File: config.mk
export PLATFORM = sky130hd
export DESIGN_NAME = seq_shift_add_multiplier
export DESIGN_NICKNAME = d
export VERILOG_FILES = /design/src/rtl/seq_shift_add_multiplier.sv
export SDC_FILE = /design/constraint.sdc
export NUM_CORES = 1
export LEC_CHECK = 0
export BUFFER_PORTS_ARGS = -buffer_cell sky130_fd_sc_hd__buf_2
export CAP_MARGIN = 20
export CORE_UTILIZATION = 54
export DETAILED_ROUTE_END_ITERATION = 10
export PLACE_DENSITY = 0.82
export SYNTH_ARGS = -nofsm -noshare
export SYNTH_HDL_FRONTEND = slang
export SYNTH_SLANG_ARGS = --single-unit
export TNS_END_PERCENT = 10
File: constraint.sdc
create_clock -name clk -period 3.9 [get_ports clk]
set_input_delay 0.39 -clock clk [delete_from_list [all_inputs] [get_ports clk]]
set_output_delay 0.39 -clock clk [all_outputs]
set_load 0.05 [all_outputs]
File: src/rtl/seq_shift_add_multiplier.sv
// Iterative shift-and-add multiplier.
// Each RUN cycle adds one partial product, so a result takes WIDTH cycles
// after acceptance. With SIGNED=1 the operands are converted to
// sign-magnitude form. The unsigned magnitudes are multiplied, and the
// product is negated at the end when the operand signs differ.
module seq_shift_add_multiplier #(
  parameter int WIDTH  = 8,
  parameter int SIGNED = 0
) (
  input  logic                 clk,
  input  logic                 rst,
  input  logic                 start,
  input  logic [WIDTH-1:0]     a,
  input  logic [WIDTH-1:0]     b,
  output logic                 busy,
  output logic                 done,
  output logic [2*WIDTH-1:0]   p
);

  localparam int CW = $clog2(WIDTH);

  typedef enum logic [1:0] {
    ST_IDLE,
    ST_RUN,
    ST_DONE
  } state_t;

  state_t               state_q, state_d;
  logic [WIDTH-1:0]     mcand_q, mcand_d;
  logic [WIDTH-1:0]     mplier_q, mplier_d;
  logic                 neg_q, neg_d;
  logic [2*WIDTH-1:0]   acc_q, acc_d;
  logic [CW-1:0]        cnt_q, cnt_d;
  logic [2*WIDTH-1:0]   p_q, p_d;
  logic                 busy_q, busy_d;
  logic                 done_q, done_d;
  logic [2*WIDTH-1:0]   addend;
  logic [2*WIDTH-1:0]   sum;

  // Magnitude of an operand. The most negative value maps to 2^(WIDTH-1),
  // which still fits in WIDTH unsigned bits.
  function automatic logic [WIDTH-1:0] magnitude(input logic [WIDTH-1:0] x);
    if ((SIGNED != 0) && x[WIDTH-1]) begin
      return -x;
    end
    return x;
  endfunction

  // Restore the sign of the product in 2*WIDTH-bit two's complement.
  function automatic logic [2*WIDTH-1:0] apply_sign(input logic [2*WIDTH-1:0] x,
                                                    input logic n);
    return n ? -x : x;
  endfunction

  // Next-state logic: accept in IDLE/DONE, then run one partial product per cycle
  always_comb begin
    state_d  = state_q;
    mcand_d  = mcand_q;
    mplier_d = mplier_q;
    neg_d    = neg_q;
    acc_d    = acc_q;
    cnt_d    = cnt_q;
    p_d      = p_q;
    done_d   = 1'b0;
    addend   = mplier_q[0] ? ({{WIDTH{1'b0}}, mcand_q} << cnt_q) : '0;
    sum      = acc_q + addend;
    case (state_q)
      ST_IDLE, ST_DONE: begin
        if (start) begin
          mcand_d  = magnitude(a);
          mplier_d = magnitude(b);
          neg_d    = (SIGNED != 0) ? (a[WIDTH-1] ^ b[WIDTH-1]) : 1'b0;
          acc_d    = '0;
          cnt_d    = '0;
          state_d  = ST_RUN;
        end else begin
          state_d  = ST_IDLE;
        end
      end
      ST_RUN: begin
        acc_d    = sum;
        mplier_d = mplier_q >> 1;
        cnt_d    = cnt_q + 1'b1;
        if (cnt_q == CW'(WIDTH - 1)) begin
          p_d     = apply_sign(sum, neg_q);
          done_d  = 1'b1;
          state_d = ST_DONE;
        end
      end
      default: begin
        state_d = ST_IDLE;
      end
    endcase
    busy_d = (state_d == ST_RUN);
  end

  // State and datapath registers; reset clears everything, asynchronously
  always_ff @(posedge clk or posedge rst) begin
    if (rst) begin
      state_q  <= ST_IDLE;
      mcand_q  <= '0;
      mplier_q <= '0;
      neg_q    <= 1'b0;
      acc_q    <= '0;
      cnt_q    <= '0;
      p_q      <= '0;
      busy_q   <= 1'b0;
      done_q   <= 1'b0;
    end else begin
      state_q  <= state_d;
      mcand_q  <= mcand_d;
      mplier_q <= mplier_d;
      neg_q    <= neg_d;
      acc_q    <= acc_d;
      cnt_q    <= cnt_d;
      p_q      <= p_d;
      busy_q   <= busy_d;
      done_q   <= done_d;
    end
  end

  assign busy = busy_q;
  assign done = done_q;
  assign p    = p_q;

endmodule
==> results of run 1 <==
[final cells by class]
| type | count | area (um^2) |
|---|---|---|
| Fill cell | 518 | 2060 |
| Multi-Input combinational cell | 282 | 1730 |
| Tap cell | 72 | 90.1 |
| Inverter | 12 | 45.0 |
| Clock inverter | 2 | 38.8 |
| Sequential cell | 55 | 1380 |
| Timing Repair Buffer | 42 | 225 |
| Clock buffer | 6 | 72.6 |
[per-stage QoR]
step / cell area, um^2 / util / instances
floorplan: 3240 / - / 371
global placement: 3470 / 0.615 / 463
detailed placement: 3470 / 0.615 / 463
CTS: 3580 / 0.635 / 471
global route: 3580 / 0.635 / 471
finish: 3580 / 0.635 / 471
[cells by family after synthesis]
family,Yosys count
xor+xnor,10
simple gates,140
flops,55
fa+ha+maj,18
buf+inv,34
compound gates,100
mux,14
[flip-flops by register name (all words and copies together), names as in the netlist]
signal / count
state_q: 2
done: 1
mcand_q: 8
busy: 1
acc_q: 16
mplier_q: 8
p: 16
cnt_q: 3
[Yosys cell counts (3+ instances only)]
master,number,area share
a31oi_1,12,0.023
xor2_1,6,0.016
a21oi_1,14,0.022
clkbuf_1,21,0.024
a21o_1,6,0.014
and3_1,3,0.0058
nor2_1,23,0.027
o21ai_0,37,0.057
nor2b_1,8,0.015
a22o_1,5,0.014
o31ai_1,4,0.0093
inv_1,12,0.014
nand2b_1,3,0.0058
mux2_2,6,0.021
nand3_1,8,0.012
dfrtp_1,55,0.43
mux2i_1,8,0.025
ha_1,17,0.066
xnor2_1,4,0.011
and2_1,6,0.012
nand2_1,78,0.090
[cells in the final DEF (no fill, tap or decap), drive strengths merged, types with 2 or more instances in the layout]
cell type / count
xnor2: 4
xor2: 6
a311oi: 2
a22o: 5
o2111ai: 2
o31ai: 4
ha: 17
nand3: 8
nor2: 23
inv: 13
and3: 3
clkbuf: 6
nor2b: 8
a21oi: 14
o21bai: 2
and2: 6
mux2: 6
or4: 2
nand2b: 3
a21o: 6
nand2: 78
o31a: 2
and4: 2
o211a: 2
a31oi: 12
a31o: 2
buf: 42
nor3: 2
mux2i: 8
dfrtp: 55
o21ai: 38
[critical path: cells and delay by family (launching register included)]
kind / cells / cell delay (ns)
adders and majority gates: 1 / 0.43
AOI/OAI and AO/OA: 5 / 1.33
xor gates and xnor gates: 1 / 0.20
muxes: 2 / 0.52
DFF: 1 / 0.69
and+or+nand+nor: 1 / 0.18
[routing by layer]
layer  up-vias  global-route usage  share of wire
li1       1349                   -              -
met1      1292               0.346           0.46
met2        62               0.421           0.48
met3        14              0.0331          0.035
met4         0              0.0764          0.018
met5         -                   0              0
[worst min-delay path by stage]
stage	from	end	slack (ns)	cells past startpoint
after global routing	rst	acc_q[14]$_DFFE_PP0P_	0.18	2
final	rst	acc_q[14]$_DFFE_PP0P_	0.13	2
after CTS	rst	acc_q[14]$_DFFE_PP0P_	0.15	2
after global placement	p[3]$_DFFE_PP0P_	p[3]$_DFFE_PP0P_	0.46	2
after floorplan	acc_q[9]$_DFFE_PP0P_	acc_q[9]$_DFFE_PP0P_	0.46	2
after detailed placement	p[5]$_DFFE_PP0P_	p[5]$_DFFE_PP0P_	0.47	2
==> results.sh, run 1 <==
export IMPL_status="complete, no violations"
export IMPL_yosysWarningCount=0
export IMPL_ys_ff_latch=55
export IMPL_path_common_cell="o21ai_0"
export IMPL_synth_compound_area_frac=0.199
export IMPL_maxCapViolCount=0
export IMPL_final_max_slew_viol_count=0
export IMPL_r2r_cells=10
export IMPL_rsz0062_at_grt="false"
export IMPL_cp_endpoint="acc_q[12]$_DFFE_PP0P_"
export IMPL_hold_violations=0
export IMPL_cts_root_buf="clkbuf_8"
export IMPL_finalCritPeriodShare=0.897
export IMPL_cts_setup_buffers=0
export IMPL_synth_distinct_cells=48
export IMPL_drt_pass1_iter_count=5
export IMPL_ant_nets=0
export IMPL_grt_pass1_vias=2686
export IMPL_drc=0
export IMPL_hpwl_um=5420
export IMPL_syn_nets=408
export IMPL_die_area_mm2=0.00631
export IMPL_final_setup_skew_ns=0.0189
export IMPL_antenna_found_initial=0
export IMPL_gp_congestion=0.960
export IMPL_coreArea_mm2=0.00564
export IMPL_die_w_um=79.4
export IMPL_reg2reg_slack_ns=0.40
export IMPL_setup_viol=0
export IMPL_crit_slowest_cell="dfrtp_1"
export IMPL_worstPathMaxFanout=15
export IMPL_vias=2717
export IMPL_grt_total_usage=0.254
export IMPL_cp_start_kind="register"
export IMPL_r2r_end="acc_q[12]$_DFFE_PP0P_"
export IMPL_worstSkewPairLatency_ns=0.32
export IMPL_routed_wl_um=7360
export IMPL_synth_flop_cell="dfrtp_1"
export IMPL_ys_seq_area_frac=0.425
export IMPL_die_height_um=79.4
export IMPL_cpPeakStageDelay_ns=0.69
export IMPL_fmax_mhz=286
export IMPL_grt_ovfl_total=0
export IMPL_grt_pass1_wl_um=12500
export IMPL_pre_cts_slack_ns=0.553
export IMPL_cts_sinks=55
export IMPL_cp_startpoint="cnt_q[1]$_DFFE_PP0P_"
export IMPL_crit_type="register to register"
export IMPL_setup_ws_ns=0.403
export IMPL_wl_per_cell_um=15.6
export IMPL_postSynthCellCount=371
export IMPL_tightest_slew_ns=0.688
export IMPL_fin_nets=435
export IMPL_synth_top_family_by_area="compound AO/OA/AOI/OAI gates"
export IMPL_reg2reg_from="cnt_q[1]$_DFFE_PP0P_"
export IMPL_synth_adder_area_share=0.0719
export IMPL_ioPinCount=37
export IMPL_critPathArrivalTime_ns=3.68
export IMPL_period_needed_ns=3.50
export IMPL_synth_async_reset_ratio=1.00
export IMPL_path_cells="mux2_2, o21ai_0, mux2i_1, and2_1, ha_1, a21o_1, o41a_1, a311oi_2, xor2_1, o21ai_0"
export IMPL_grt_max_degree=29
export IMPL_cts_repair_resized=0
export IMPL_rows=27
export IMPL_initial_utilization=0.574
export IMPL_setup_tns_final_ns=0
export IMPL_endpoint_kind="register"
export IMPL_cts_reportedPaths_clkPinSlew_ns=0.11
export IMPL_portBuffers=36
export IMPL_drive_above_1_share=0.150
export IMPL_cp_required_ns=4.08
export IMPL_synthSimpleGateAreaFrac=0.191
export IMPL_syn_to_final_growth_pct=10.6
export IMPL_first_iter_violations=202
export IMPL_hold_ws_ns=0.132
export IMPL_synth_edf_count=0
export IMPL_detail_route_vias_per_cell=5.77
export IMPL_cts_made_buffers=5
export IMPL_syn_area_mm2=0.00324
export IMPL_n_antenna_cell=0
export IMPL_muxShareOfSynthArea=0.0456
export IMPL_clockBufferDepth=2
export IMPL_hold_buffers=0
export IMPL_htree_levels=2
export IMPL_synth_xor_area_frac=0.0271
export IMPL_syn_avg_cell_area_um2=8.72
export IMPL_slew_headroom=0.540
export IMPL_min_path_type="primary input to async pin"
export IMPL_cts_tree="built"
Power of run 1 is not shown: default switching activity piles up to over one toggle a cycle in this logic, so the estimate is an artifact.
==> inputs of run 2 (changes only) <==
--- a/config.mk
+++ b/config.mk
@@ -7,9 +7,9 @@
 export LEC_CHECK = 0
 export BUFFER_PORTS_ARGS = -buffer_cell sky130_fd_sc_hd__buf_2
 export CAP_MARGIN = 20
-export CORE_UTILIZATION = 54
+export CORE_UTILIZATION = 45
 export DETAILED_ROUTE_END_ITERATION = 10
-export PLACE_DENSITY = 0.82
+export PLACE_DENSITY = 0.71
 export SYNTH_ARGS = -nofsm -noshare
 export SYNTH_HDL_FRONTEND = slang
 export SYNTH_SLANG_ARGS = --single-unit
==> constraint.sdc (replaced) <==
create_clock -name clk -period 4.3 [get_ports clk]
set_input_delay 0.43 -clock clk [delete_from_list [all_inputs] [get_ports clk]]
set_output_delay 0.43 -clock clk [all_outputs]
set_load 0.05 [all_outputs]
==> run 2 against run 1 <==
Via count decreased by 1.4%. Cell area unchanged. Core utilization decreased by 11 points. Die area grew 19%. Flip-flop and latch count stayed put. Wire length shrank 1.0%. Largest cell class unchanged.
==> results.sh, run 2 (synthesized netlist as in run 1, its figures left out) <==
export IMPL_status="complete, no violations"
export IMPL_fin_nets=434
export IMPL_hold_buffers=0
export IMPL_drc=0
export IMPL_period_needed_ns=3.39
export IMPL_worstSkewPairLatency_ns=0.31
export IMPL_ant_nets=0
export IMPL_hold_violations=0
export IMPL_tightest_slew_ns=0.999
export IMPL_multi_input_area_mm2=0.00173
export IMPL_crit_type="register to register"
export IMPL_reg2reg_slack_ns=0.91
export IMPL_dp_cells=486
export IMPL_gp_congestion=0.917
export IMPL_htree_levels=2
export IMPL_setup_viol=0
export IMPL_rows=30
export IMPL_n_antenna_cell=0
export IMPL_finalNonFillerCells=494
export IMPL_ioPinCount=37
export IMPL_hpwl_um=5270
export IMPL_final_setup_skew_ns=0.0100
export IMPL_die_w_um=86.8
export IMPL_cts_sinks=55
export IMPL_final_max_slew_viol_count=0
export IMPL_vias=2679
export IMPL_portBuffers=36
export IMPL_seqCellArea_mm2=0.00138
export IMPL_worstPathMaxFanout=15
export IMPL_drive_above_1_share=0.151
export IMPL_detail_route_vias_per_cell=5.42
export IMPL_final_common_cell="nand2_1"
export IMPL_clockBufferDepth=2
export IMPL_critPathArrivalTime_ns=3.55
export IMPL_cts_made_buffers=5
export IMPL_first_iter_violations=188
export IMPL_die_area_mm2=0.00754
export IMPL_cp_startpoint="cnt_q[1]$_DFFE_PP0P_"
export IMPL_min_path_type="primary input to async pin"
export IMPL_endpoint_kind="register"
export IMPL_cts_root_buf="clkbuf_8"
export IMPL_reg2reg_from="cnt_q[1]$_DFFE_PP0P_"
export IMPL_grt_total_usage=0.206
export IMPL_cts_tree="built"
export IMPL_syn_to_final_growth_pct=10.6
export IMPL_cts_setup_buffers=0
export IMPL_mostFrequentLayoutCells="78 x nand2_1, 55 x dfrtp_1, 37 x o21ai_0"
export IMPL_coreArea_mm2=0.00687
export IMPL_die_height_um=86.8
export IMPL_fmax_mhz=295
export IMPL_cp_start_kind="register"
export IMPL_wl_per_cell_um=14.7
export IMPL_grt_pass1_vias=2485
export IMPL_cts_repair_resized=0
export IMPL_cp_required_ns=4.46
export IMPL_antenna_found_initial=0
export IMPL_maxCapViolCount=0
export IMPL_grt_max_degree=56
export IMPL_fillers=654
export IMPL_slew_headroom=0.333
export IMPL_finalCritPeriodShare=0.788
export IMPL_initial_utilization=0.471
export IMPL_drt_pass1_iter_count=5
export IMPL_rsz0062_at_grt="false"
export IMPL_cts_reportedPaths_clkPinSlew_ns=0.10
export IMPL_grt_pass1_wl_um=12100
export IMPL_grt_ovfl_total=0
export IMPL_setup_tns_final_ns=0
export IMPL_routed_wl_um=7280
==> run 2: changes by cell type in the layout (fill, tap and decap cells not counted) <==
cell | before | now
clkbuf_1 | 1 | 0
clkinvlp_4 | 0 | 2
inv_6 | 1 | 0
clkinv_2 | 0 | 1
buf_4 | 6 | 5
bufinv_16 | 1 | 0
==> run 2: worst paths after layout <==
check	endpoint	depth (start not counted)
min reg2reg	p[1]$_DFFE_PP0P_	2
max reg2reg	p[12]$_DFFE_PP0P_	10
max	p[12]$_DFFE_PP0P_	10
min in group clk	mcand_q[5]$_DFFE_PP0P_	3
min	mplier_q[5]$_DFFE_PP0P_	3
max in group asynchronous	acc_q[4]$_DFFE_PP0P_	3
==> run 2: per-layer routing <==
metal  track usage  up-vias  share of wire
met4        0.0530        0          0.011
li1              -     1350              -
met3        0.0314        7          0.020
met5             0        -              0
met2         0.318       32           0.46
met1         0.303     1290           0.51
==> run 2: final cells by class <==
class / instances / share of cell area
clock inverters: 3 / 0.00559
repair buffers: 41 / 0.0608
multi-input cells: 282 / 0.484
clock buffers: 5 / 0.0192
well taps: 96 / 0.0335
inverters: 12 / 0.0126
flip-flops and latches: 55 / 0.384
==> run 2: metrics by stage <==
stage               worst slack, ns  hold slack, ns  cell area (um^2)   util
finish                        0.913           0.291              3580  0.521
CTS                           0.922           0.297              3580  0.521
detailed placement            0.955           0.462              3490  0.508
global placement               1.03           0.458              3490  0.508
global route                  0.600           0.292              3580  0.521
floorplan                      1.26           0.455              3240      -
==> run 2: worst max-delay path: stages (launching register included) <==
cell,delay [ns]
dfrtp_1,0.67
mux2_2,0.40
o21ai_0,0.22
mux2i_1,0.09
and2_1,0.16
ha_1,0.42
a21o_1,0.28
o41a_1,0.39
a311oi_2,0.30
xor2_1,0.21
o21ai_0,0.09
Power of run 2 is left out for the same reason.
